<file path="config.mk">
export PLATFORM = sky130hd
export DESIGN_NAME = trace_buffer
export DESIGN_NICKNAME = d
export VERILOG_FILES = /design/src/rtl/trace_pkg.sv /design/src/rtl/trace_ram.sv /design/src/rtl/trace_buffer.sv
export SDC_FILE = /design/constraint.sdc
export NUM_CORES = 2
export LEC_CHECK = 0
export BUFFER_PORTS_ARGS = -buffer_cell sky130_fd_sc_hd__buf_2
export CORE_MARGIN = 5
export CORE_UTILIZATION = 61
export CTS_CLUSTER_SIZE = 14
export DETAILED_ROUTE_END_ITERATION = 10
export GPL_TIMING_DRIVEN = 0
export PLACE_DENSITY_LB_ADDON = 0.3
export SYNTH_ARGS = -nofsm -noshare
export SYNTH_HDL_FRONTEND = slang
export SYNTH_SLANG_ARGS = --single-unit
</file>
<file path="constraint.sdc">
create_clock -name clk -period 15 [get_ports clk]
set_input_delay 0.75 -clock clk [delete_from_list [all_inputs] [get_ports clk]]
set_output_delay 0.75 -clock clk [all_outputs]
set_load 0.01 [all_outputs]
</file>
<file path="src/rtl/trace_pkg.sv">
// trace_pkg: shared state encoding and entry layout for the trace buffer.
package trace_pkg;
    typedef enum logic [1:0] {IDLE, CAPTURE, POST, READOUT} state_t;
    localparam int TRACE_W   = 129;
    localparam int MSB_LSB   = 0;
    localparam int RT_LSB    = 1;
    localparam int RS_LSB    = 33;
    localparam int INSTR_LSB = 65;
    localparam int PC_LSB    = 97;
endpackage

</file>
<file path="src/rtl/trace_ram.sv">
// trace_ram: DEPTH x W storage, one synchronous write port, one asynchronous read port.
module trace_ram
    import trace_pkg::*;
#(
    parameter int DEPTH = 16,
    parameter int AW = $clog2(DEPTH),
    parameter int W = TRACE_W
) (
    input  logic          clk,
    input  logic          i_we,
    input  logic [AW-1:0] i_waddr,
    input  logic [W-1:0]  i_wdata,
    input  logic [AW-1:0] i_raddr,
    output logic [W-1:0]  o_rdata
);
    logic [W-1:0] r_mem [DEPTH];

    always_ff @(posedge clk) begin
        if (i_we) r_mem[i_waddr] <= i_wdata;
    end

    assign o_rdata = r_mem[i_raddr];
endmodule

</file>
<file path="src/rtl/trace_buffer.sv">
// trace_buffer: circular capture of core debug outputs, stopping POST_TRIG entries
// after a PC-match trigger, then replaying the window oldest-first over valid/ready.
module trace_buffer
    import trace_pkg::*;
#(
    parameter int DEPTH = 16,
    parameter int POST_TRIG = 8,
    localparam int AW = $clog2(DEPTH)
) (
    input  logic        clk,
    input  logic        reset,
    input  logic        arm,
    input  logic        trig_en,
    input  logic [31:0] trig_pc,
    input  logic [31:0] read_addr_pc,
    input  logic [31:0] instruction_out,
    input  logic [31:0] rs_val,
    input  logic [31:0] rt_val,
    input  logic        msb,
    output logic        rd_valid,
    input  logic        rd_ready,
    output logic [31:0] rd_pc,
    output logic [31:0] rd_instr,
    output logic [31:0] rd_rs,
    output logic [31:0] rd_rt,
    output logic        rd_msb,
    output logic        triggered,
    output logic        busy,
    output logic [AW:0] count
);
    localparam logic [AW:0] FULL = (AW+1)'(DEPTH);
    localparam logic [AW:0] PT   = (AW+1)'(POST_TRIG);

    state_t             r_state;
    logic [AW-1:0]      r_wr_ptr, r_rd_ptr;
    logic [AW:0]        r_count, r_post_cnt;
    logic               r_triggered;
    logic               w_we, w_hit, w_to_ro, w_xfer;
    logic [AW-1:0]      w_wr_nxt;
    logic [AW:0]        w_cnt_inc;
    logic [TRACE_W-1:0] w_rdata;

    assign busy      = r_state == CAPTURE || r_state == POST;
    assign triggered = r_triggered;
    assign count     = r_count;
    assign rd_valid  = r_state == READOUT && r_count != '0;
    assign w_we      = busy && !arm;
    assign w_hit     = r_state == CAPTURE && trig_en && read_addr_pc == trig_pc;
    assign w_wr_nxt  = r_wr_ptr + 1'b1;
    assign w_cnt_inc = r_count == FULL ? r_count : r_count + 1'b1;
    assign w_to_ro   = (w_hit && POST_TRIG == 0) || (r_state == POST && r_post_cnt + 1'b1 == PT);
    assign w_xfer    = rd_valid && rd_ready;

    always_ff @(posedge clk) begin
        if (reset) begin
            r_state     <= IDLE;
            r_wr_ptr    <= '0;
            r_rd_ptr    <= '0;
            r_count     <= '0;
            r_post_cnt  <= '0;
            r_triggered <= 1'b0;
        end else if (arm) begin
            r_state     <= CAPTURE;
            r_wr_ptr    <= '0;
            r_count     <= '0;
            r_post_cnt  <= '0;
            r_triggered <= 1'b0;
        end else begin
            if (w_we) begin
                r_wr_ptr <= w_wr_nxt;
                r_count  <= w_cnt_inc;
            end
            if (w_hit) begin
                r_triggered <= 1'b1;
                r_state     <= POST;
            end
            if (r_state == POST) r_post_cnt <= r_post_cnt + 1'b1;
            // Oldest entry is computed from the pointer and count as they will be after this write.
            if (w_to_ro) begin
                r_state  <= READOUT;
                r_rd_ptr <= w_wr_nxt - w_cnt_inc[AW-1:0];
            end
            if (w_xfer) begin
                r_rd_ptr <= r_rd_ptr + 1'b1;
                r_count  <= r_count - 1'b1;
                if (r_count == 1) r_state <= IDLE;
            end
        end
    end

    trace_ram #(.DEPTH(DEPTH), .AW(AW), .W(TRACE_W)) u_ram (
        .clk     (clk),
        .i_we    (w_we),
        .i_waddr (r_wr_ptr),
        .i_wdata ({read_addr_pc, instruction_out, rs_val, rt_val, msb}),
        .i_raddr (r_rd_ptr),
        .o_rdata (w_rdata)
    );

    // Storage has no reset, so the read fields are forced to zero whenever nothing is presented.
    assign rd_pc    = rd_valid ? w_rdata[PC_LSB +: 32]    : '0;
    assign rd_instr = rd_valid ? w_rdata[INSTR_LSB +: 32] : '0;
    assign rd_rs    = rd_valid ? w_rdata[RS_LSB +: 32]    : '0;
    assign rd_rt    = rd_valid ? w_rdata[RT_LSB +: 32]    : '0;
    assign rd_msb   = rd_valid && w_rdata[MSB_LSB];
endmodule
</file>
==> impl_metrics.yaml <==
status:
  outcome: "complete, no violations"
yosys:
  yosysTopAreaCell: "edfxtp_1"
  syn-cell-area_um2: 80100
  synth_top_area_share_pct: 77.4
  synth_top_family_by_area: "multiplexers"
  synth_xor_xnor_area_share_pct: 0.553
  syn_nets: 3439
  synth_edf_count: 2064
  yosys.cell_types.count: 51
  syn_area_per_cell_um2: 24.6
  synthArstFlopShare_pct: 0
  muxShareOfSynthArea_pct: 18.2
  synth_ff_type: "edfxtp_1"
  synth-seq-cells: 2089
  synthTopCellsByArea: "edfxtp_1 77%, mux4_2 18%, nor2b_1 1.0%"
  yosysWarningCount: 0
  yosysSeqAreaShare_pct: 78.0
  syn_inst: 3255
  synth_compound_area_share_pct: 0.255
  synthAdderAreaFrac_pct: 0.290
  yosys.area_share.simple_pct: 1.69
critical_path:
  end_kind: "primary output"
  crit_required_ns: 14.25
  crit_fanout: 10
  path_buf_inv: 4
  cpMaxStageDelayCell: "clkbuf_1"
  critPathTopFamily: "buffers and inverters"
  cp-start-kind: "flip-flop"
  worst_path_largest_cell_delay_ns: 1.05
  crit_chain: "buf_2 -> clkbuf_1 -> clkbuf_1 -> mux4_2 -> mux4_2 -> nor2b_1 -> buf_2"
  critical_path_arrival_ns: 4.79
  critPathKind: "reg2out"
placement:
  numPortBuffers: 301
  dp.cells: 5462
  placed_cell_area_um2: 86500
  globalplace.congestion: 0.790
  dp_hpwl_mm: 122
  dp_slack_ns: 10.32
drt:
  postRouteAntennaNets: 0
  detail_route.wl_per_cell_um: 34.9
  avgViaCountPerCell: 6.72
  drtPass1Iterations: 6
  drc_errors: 0
  routed_wl_mm: 204
  num_vias: 39300
  drt-initial-drc-count: 5920
clock_tree:
  hold_buffers: 0
  clk_pin_slew_ns: 0.06
  post_cts_resized: 0
  cts_tree: "done"
  htree_levels: 4
  cts_inserted_buffers: 197
  clock_latency_ns: 0.83
  root_buffer: "clkbuf_16"
  clkSinkCount: 2089
  clock_path_buffers: 3
  cts_setup_buffers: 0
floorplanning:
  die_w_um: 372
  dieArea_um2: 139000
  start_util_pct: 61.2
  dieHeight_um: 372
  num_io_pins: 303
  fp-row-count: 133
  fp.coreArea_um2: 131000
grt:
  grt_overflow: 0
  gr-max-usage-layer: "met2"
  grt_use_total_pct: 29.9
  grt_max_degree: 25
  grt_antenna_before_repair: 37
  grt_pass1_wl_mm: 289
  use_met2_pct: 48.7
  met1_usage_pct: 39.4
  grt_pass1_vias: 40100
  grtUsageMet3_pct: 8.00
sta:
  finalCritPeriodShare_pct: 37.0
  tightest_slew_ns: 1.38
  finalMaxSlewViolations: 0
  fin_skew_ns: 0.0241
  setup_ws_ns: 9.46
  grt_setup_unrepaired: "false"
  slew_headroom_pct: 7.93
  finalSetupViolCount: 0
  hold_viol_final: 0
  whs_ns: 0.212
  timing.final.crit_period_ns: 5.54
  max_freq_mhz: 180
power:
  vdd_drop_max_uv: 116
  p_per_area_nw_per_um2: 122
  finalPower_mw: 11.3
  leakagePower_nw: 28.7
finish:
  fin_area_um2: 92600
  fin_nets: 4091
  area_growth_pct: 15.6
  fin_cells: 5848
  drive_gt1_share_pct: 35.0
hold_path:
  hold_path_class: "in2reg"
flow_run:
  maxCapViolCount: 0
[registers in the layout (all words and copies together) (netlist names), named ones only]
name         flops
u_ram.r_mem   2064
r_state          2
r_post_cnt       5
count            5
triggered        1
r_rd_ptr         4
r_wr_ptr         4
[worst reg2reg max path, cell delays in order, from the launching register on]
cell and delay [ns]:
dfxtp_1 0.37, inv_1 0.07, ha_1 0.28, clkbuf_1 0.23, nor2_1 0.60, nand2_1 0.39
nor3_2 0.81, buf_6 0.28, buf_8 0.18, buf_6 0.17, buf_6 0.19, buf_6 0.20
buf_6 0.20
[Yosys cell counts, drive strengths merged, types with 2 or more instances]
cell type     n
a21oi         9
and3          4
and4          2
buf          79
clkbuf       89
dfxtp        25
edfxtp     2064
ha           17
inv          14
mux2          2
mux2i         2
mux4        645
nand2        20
nand2b        3
nand3         6
nand4         2
nand4b        3
nor2         36
nor2b       131
nor3         11
nor4         13
o21ai         4
o311ai        2
o31ai         3
or3           3
xnor2         8
xor2         40
[cell usage in the layout (no fill, tap or decap), types with 11 or more instances in the layout]
cell type  netlist  final
inv_1           12     12
nor2b_1        131    131
dfxtp_1         25     25
nor2_4           0     12
xor2_1          40     40
nand2_1         20     20
clkbuf_16        0    202
buf_16           0     18
clkinv_1         0     61
clkbuf_1        89    141
clkinv_2         0     23
mux4_2         645    645
nor2_1          36     24
nor4_1          13     13
ha_1            17     17
buf_4           13     16
buf_2           37    338
buf_12           0     62
buf_8            0     11
diode_2          0     25
edfxtp_1      2064   2064
buf_6            8     66
buf_1           21     21
[cells by family (layout without fill, tap and decap cells)]
| kind of cell | Yosys count | after routing |
|---|---|---|
| buffers and inverters | 182 | 995 |
| AND/OR/NAND/NOR | 238 | 238 |
| multiplexers | 649 | 649 |
| XOR/XNOR | 49 | 49 |
| AO/OA/AOI/OAI | 30 | 30 |
| other | 0 | 25 |
| adder cells (fa/ha/maj) | 18 | 18 |
| flip-flops | 2089 | 2089 |
[worst paths after layout]
| kind | from | end | slack (ns) | cells past startpoint |
|---|---|---|---|---|
| max | flip-flop | rd_rs[18] | 9.46 | 7 |
| min | reset | r_state[0] | 0.21 | 2 |
| max reg2reg | r_state[0] | u_ram.r_mem[0][61] | 10.73 | 12 |
| min reg2reg | triggered | triggered | 0.47 | 1 |
[power by group]
group | total (mW) | internal [mW] | switching, mW
combinational | 0.184 | 0.0580 | 0.126
clock | 4.70 | 2.62 | 2.08
sequential | 6.44 | 6.43 | 0.00611
[final cells by class]
type	instances	area [um2]
Fill cell	7351	38400
Inverter	14	52.6
Antenna cell	25	62.6
Sequential cell	2089	62500
Tap cell	1755	2200
Timing Repair Buffer	453	4080
Multi-Input combinational cell	984	16900
Buffer	168	790
Clock buffer	257	5260
Clock inverter	103	749
[metrics by stage]
step	util, %	setup TNS, ns
after global routing	70.7	0
final	70.7	0
after floorplan	-	0
after detailed placement	66.0	0
after CTS	70.6	0
after global placement	64.0	-3741.88
[per-layer routing]
metal	share of wire, %	wire [um]
met3	11	22400
met5	0.048	98
met1	34	70100
met2	50	103000
met4	4.4	8900
No activity file was read; power rests on OpenSTA's default activity.
